`src/rtl/mem_access_unit.sv`:
```
// Load/store unit between a multicycle processing unit and a doubleword-wide data memory.
// Sub-doubleword stores use read-modify-write; misaligned requests are rejected without touching memory.
module mem_access_unit #(
  parameter int RD_LAT = 1
) (
  input  logic        Clk,
  input  logic        Reset,
  input  logic        Start,
  input  logic        Write,
  input  logic [1:0]  Size,
  input  logic        Unsigned,
  input  logic [63:0] Addr,
  input  logic [63:0] StoreData,
  output logic [63:0] LoadData,
  output logic        Done,
  output logic        Busy,
  output logic        Misaligned,
  output logic [63:0] MemAddr,
  output logic [63:0] MemWrData,
  output logic        MemWr,
  input  logic [63:0] MemRdData
);

  typedef enum logic [1:0] {
    IDLE = 2'd0,
    RD   = 2'd1,
    WR   = 2'd2,
    RESP = 2'd3
  } state_e;

  localparam logic [1:0] RD_LAST = 2'(RD_LAT);

  state_e      state_q, state_d;
  logic [1:0]  cnt_q, cnt_d;
  logic        write_q, write_d;
  logic [1:0]  size_q, size_d;
  logic        unsigned_q, unsigned_d;
  logic [63:0] addr_q, addr_d;
  logic [63:0] store_q, store_d;
  logic [63:0] load_q, load_d;
  logic [63:0] wr_data_q, wr_data_d;
  logic        mis_q, mis_d;

  logic        req_misaligned;
  logic [63:0] rd_shifted;
  logic [63:0] load_ext;
  logic [7:0]  be_base;
  logic [7:0]  be;
  logic [63:0] store_shifted;
  logic [63:0] merged;

  always_comb begin
    case (Size)
      2'd0:    req_misaligned = 1'b0;
      2'd1:    req_misaligned = Addr[0];
      2'd2:    req_misaligned = |Addr[1:0];
      default: req_misaligned = |Addr[2:0];
    endcase
  end

  // Little-endian extraction: the addressed byte lands in bit 0 before extension.
  always_comb begin
    rd_shifted = MemRdData >> {addr_q[2:0], 3'b000};
    case (size_q)
      2'd0:    load_ext = unsigned_q ? {56'd0, rd_shifted[7:0]}
                                     : {{56{rd_shifted[7]}}, rd_shifted[7:0]};
      2'd1:    load_ext = unsigned_q ? {48'd0, rd_shifted[15:0]}
                                     : {{48{rd_shifted[15]}}, rd_shifted[15:0]};
      2'd2:    load_ext = unsigned_q ? {32'd0, rd_shifted[31:0]}
                                     : {{32{rd_shifted[31]}}, rd_shifted[31:0]};
      default: load_ext = MemRdData;
    endcase
  end

  always_comb begin
    case (size_q)
      2'd0:    be_base = 8'h01;
      2'd1:    be_base = 8'h03;
      2'd2:    be_base = 8'h0F;
      default: be_base = 8'hFF;
    endcase
    be            = be_base << addr_q[2:0];
    store_shifted = store_q << {addr_q[2:0], 3'b000};
    merged        = MemRdData;
    for (int i = 0; i < 8; i++) begin
      if (be[i]) merged[8*i +: 8] = store_shifted[8*i +: 8];
    end
  end

  always_comb begin
    state_d    = state_q;
    cnt_d      = cnt_q;
    write_d    = write_q;
    size_d     = size_q;
    unsigned_d = unsigned_q;
    addr_d     = addr_q;
    store_d    = store_q;
    load_d     = load_q;
    wr_data_d  = wr_data_q;
    mis_d      = mis_q;
    case (state_q)
      IDLE: begin
        if (Start) begin
          write_d    = Write;
          size_d     = Size;
          unsigned_d = Unsigned;
          addr_d     = Addr;
          store_d    = StoreData;
          mis_d      = req_misaligned;
          cnt_d      = 2'd0;
          if (req_misaligned) begin
            state_d = RESP;
          end else if (Write && (Size == 2'd3)) begin
            wr_data_d = StoreData;
            state_d   = WR;
          end else begin
            state_d = RD;
          end
        end
      end
      RD: begin
        if (cnt_q == RD_LAST) begin
          if (write_q) begin
            wr_data_d = merged;
            state_d   = WR;
          end else begin
            load_d  = load_ext;
            state_d = RESP;
          end
        end else begin
          cnt_d = cnt_q + 2'd1;
        end
      end
      WR:      state_d = RESP;
      default: state_d = IDLE;
    endcase
  end

  always_ff @(posedge Clk or negedge Reset) begin
    if (!Reset) begin
      state_q    <= IDLE;
      cnt_q      <= 2'd0;
      write_q    <= 1'b0;
      size_q     <= 2'd0;
      unsigned_q <= 1'b0;
      addr_q     <= 64'd0;
      store_q    <= 64'd0;
      load_q     <= 64'd0;
      wr_data_q  <= 64'd0;
      mis_q      <= 1'b0;
    end else begin
      state_q    <= state_d;
      cnt_q      <= cnt_d;
      write_q    <= write_d;
      size_q     <= size_d;
      unsigned_q <= unsigned_d;
      addr_q     <= addr_d;
      store_q    <= store_d;
      load_q     <= load_d;
      wr_data_q  <= wr_data_d;
      mis_q      <= mis_d;
    end
  end

  assign LoadData   = load_q;
  assign MemAddr    = {addr_q[63:3], 3'b000};
  assign MemWrData  = wr_data_q;
  assign MemWr      = (state_q == WR);
  assign Done       = (state_q == RESP);
  assign Misaligned = (state_q == RESP) && mis_q;
  assign Busy       = (state_q != IDLE);

endmodule
```
`config.mk`:
```
export PLATFORM = sky130hd
export DESIGN_NAME = mem_access_unit
export DESIGN_NICKNAME = d
export VERILOG_FILES = /design/src/rtl/mem_access_unit.sv
export SDC_FILE = /design/constraint.sdc
export NUM_CORES = 1
export LEC_CHECK = 0
export BUFFER_PORTS_ARGS = -buffer_cell sky130_fd_sc_hd__buf_2
export CAP_MARGIN = 20
export CORE_MARGIN = 8
export CORE_UTILIZATION = 40
export DETAILED_ROUTE_END_ITERATION = 7
export PLACE_DENSITY = 0.66
export SYNTH_ARGS = -nofsm -noshare
export SYNTH_HDL_FRONTEND = slang
export SYNTH_SLANG_ARGS = --single-unit
export TNS_END_PERCENT = 20
```
`constraint.sdc`:
```
create_clock -name Clk -period 2.1 [get_ports Clk]
set_input_delay 0.42 -clock Clk [delete_from_list [all_inputs] [get_ports Clk]]
set_output_delay 0.42 -clock Clk [all_outputs]
set_load 0.01 [all_outputs]
```
==> impl_metrics.env <==
export IMPL_status="finished with violations"
export IMPL_failed_checks="negative setup slack"
export IMPL_die_y_um=212
export IMPL_synthTopCellsByCount="dfrtp_1 (265), mux2_2 (175), nand2_1 (155)"
export IMPL_grt_pass1_wl_um=89200
export IMPL_drc_errors=0
export IMPL_syn_cell_area_um2=15300
export IMPL_hold_class="in -> reg"
export IMPL_grt_usage_pct=26.1
export IMPL_nets=2009
export IMPL_worstSkewPairLatency_ns=0.57
export IMPL_h_tree_depth=1
export IMPL_cap_violations=0
export IMPL_crit_fanout=32
export IMPL_synthSimpleGateAreaFrac_pct=8.31
export IMPL_placedInstanceArea_um2=18400
export IMPL_synth_top_family_by_area="multiplexers"
export IMPL_finalWirelength_um=61900
export IMPL_final_area_um2=20200
export IMPL_synthArstFlopShare_pct=100
export IMPL_hold_path_startpoint="Addr[59]"
export IMPL_vias_per_cell=5.89
export IMPL_grt_antenna_before_repair=2
export IMPL_gr_total_overflow=0
export IMPL_timing_rr_start="addr_q[0]$_DFFE_PN0P_"
export IMPL_synth_compound_area_share_pct=15.4
export IMPL_wl_per_cell_um=26.5
export IMPL_peakVddDrop_mv=0.845
export IMPL_drive_above_1_share_pct=50.5
export IMPL_fin_ws_ns=-0.159
export IMPL_skew_ns=0.0179
export IMPL_dr_pass1_iters=6
export IMPL_setup_tns_ns=-7.41
export IMPL_power_density_nw_per_um2=1870
export IMPL_cellLeakagePower_nw=9.05
export IMPL_cts_tree="yes"
export IMPL_arrival_ns=2.75
export IMPL_tightest_slew_ns=0.638
export IMPL_drt_iter0_drc=1385
export IMPL_core_um2=37800
export IMPL_hold_viol_final=0
export IMPL_finalCritPeriodShare_pct=108
export IMPL_fin_cells=2338
export IMPL_numPortBuffers=391
export IMPL_grt_max_degree=75
export IMPL_vias=13800
export IMPL_cts_buffers=29
export IMPL_rsz0062_at_grt="yes"
export IMPL_synth_seq_cells=265
export IMPL_io_pins=395
export IMPL_path_class="reg -> reg"
export IMPL_grt_pass1_vias=13700
export IMPL_fp_row_count=71
export IMPL_fmax_mhz=443
export IMPL_die_w_um=212
export IMPL_ys_top_cells_by_area="dfrtp_1 (43%), mux2_2 (13%), mux4_2 (7.8%)"
export IMPL_synth_xor_area_share_pct=0.0571
export IMPL_cts_num_sinks=265
export IMPL_max_slew_margin_pct=57.3
export IMPL_antenna_left=0
export IMPL_syn_area_per_cell_um2=11.0
export IMPL_synth_cells=1398
export IMPL_synth_largest_area_cell="dfrtp_1"
export IMPL_synth_ff_type="dfrtp_1"
export IMPL_dp_hpwl_um=46100
export IMPL_dp_cells=2267
export IMPL_seq_area_frac_synth_pct=43.2
export IMPL_synth_cell_types=60
export IMPL_setup_viol=98
export IMPL_dieArea_um2=44900
export IMPL_start_util_pct=40.6
export IMPL_cp_start_kind="flip-flop"
export IMPL_layout_area_overhead_vs_synth_pct=31.5
export IMPL_muxShareOfSynthArea_pct=25.3
export IMPL_yosysWarnings=0
export IMPL_clockBufferDepth=3
export IMPL_crit_path_end_kind="flip-flop"
export IMPL_crit_required_ns=2.59
export IMPL_gp_congestion=0.960
export IMPL_synth_top_area_share_pct=43.2
export IMPL_synthAdderAreaFrac_pct=0.408
export IMPL_fill_cells=3311
export IMPL_layout_min_cycle_time_ns=2.26
export IMPL_drv_slew=0
export IMPL_clockRootBuffer="clkbuf_16"
export IMPL_synth_edff_count=0
export IMPL_crit_start="addr_q[0]$_DFFE_PN0P_"
export IMPL_synth_most_common_cell="dfrtp_1"
export IMPL_cts_clk_slew_worst_paths_ns=0.06
export IMPL_p_total_mw=37.8
power by group:
part           total [mW]  switching [mW]  internal (mW)  leakage (nW)
logic                22.4            11.6           10.8          5.42
clock network        5.42            2.19           3.23         0.493
registers            9.96            2.18           7.77          3.13
total                37.8            16.0           21.8          9.05
per-stage QoR:
| step | hold slack (ns) | util [%] | worst slack, ns |
|---|---|---|---|
| after detailed placement | 0.308 | 48.7 | -0.272 |
| after global placement | 0.309 | 48.7 | -0.208 |
| after CTS | 0.0749 | 51.9 | -0.162 |
| final | 0.0975 | 53.4 | -0.159 |
| after global routing | 0.0762 | 53.4 | -0.227 |
| after floorplan | 0.124 | - | -0.0238 |
layout make-up:
class	count	area [um2]	area share (%)
repair buffers	554	3760	18.6
multi-input cells	933	8050	39.9
clock inverters	13	179	0.887
flip-flops and latches	265	6640	32.9
diodes	2	5.00	0.0248
well taps	511	639	3.17
inverters	22	82.6	0.409
clock buffers	38	820	4.06
worst max-delay path, cell delays in order (launching register included):
cell	delay, ns
dfrtp_4	0.55
mux2i_1	0.18
mux4_2	0.49
or4_4	0.47
o211ai_2	0.12
buf_12	0.22
o22a_1	0.16
timing repair:
item / CTS / global route
gates resized for setup: 24 / 92
gates cloned: 4 / 5
pin swaps: 2 / 23
endpoints found under the setup margin: 100 / 126
setup buffers: 0 / 8
endpoints found under the hold margin: 21 / 0
hold buffers: 1 / 0
layer usage:
| metal | up-vias | share of wire, % | track usage (%) |
|---|---|---|---|
| met3 | 138 | 11 | 6.63 |
| li1 | 5935 | - | - |
| met5 | - | 0.021 | 0 |
| met2 | 839 | 47 | 41.6 |
| met4 | 2 | 3.4 | 8.41 |
| met1 | 6867 | 39 | 34.4 |
cell families (layout without fill, tap and decap cells):
family          count (synthesis)  in the layout
compound gates                335            335
xor+xnor                        1              1
fa+ha+maj                       5              5
buf+inv                       202            627
flops                         265            265
mux                           297            297
other cells                     1              5
simple gates                  292            292
state kept, by name, indices dropped and copies added, names as in the netlist:
| register | count |
|---|---|
| LoadData | 64 |
| MemWrData | 64 |
| addr_q | 64 |
| cnt_q | 2 |
| mis_q | 1 |
| size_q | 2 |
| state_q | 2 |
| store_q | 64 |
| unsigned_q | 1 |
| write_q | 1 |
worst paths after layout:
path / depth (start not counted) / endpoint / slack (ns)
max: 6 / LoadData[41]$_DFFE_PN0P_ / -0.16
min: 2 / addr_q[59]$_DFFE_PN0P_ / 0.1
max reg2reg: 6 / LoadData[41]$_DFFE_PN0P_ / -0.16
min reg2reg: 1 / MemWrData[30]$_DFFE_PN0P_ / 0.48
max in group asynchronous: 3 / store_q[56]$_DFFE_PN0P_ / 1.08
min in group asynchronous: 2 / LoadData[0]$_DFFE_PN0P_ / 0.32
placed cells by master (no fill, tap or decap), types with 9 or more instances in the layout:
master	Yosys	layout
nor3_1	27	19
mux2_2	175	175
o2bb2ai_1	14	14
buf_12	0	24
o21ai_1	0	13
nor2_1	57	57
mux4_2	53	53
a221o_1	10	10
a21o_1	12	12
a21oi_1	82	59
a211o_1	14	14
o22a_1	40	40
buf_4	68	121
o211ai_1	17	17
nand3_1	9	9
nor2b_1	23	23
nand2_1	155	152
o21ai_0	59	45
a21oi_2	1	24
inv_1	18	16
a221oi_1	13	10
dfrtp_1	265	263
clkbuf_16	0	34
a211oi_1	17	9
buf_2	23	388
mux2i_1	67	64
Power figures use the tool's default switching activity.
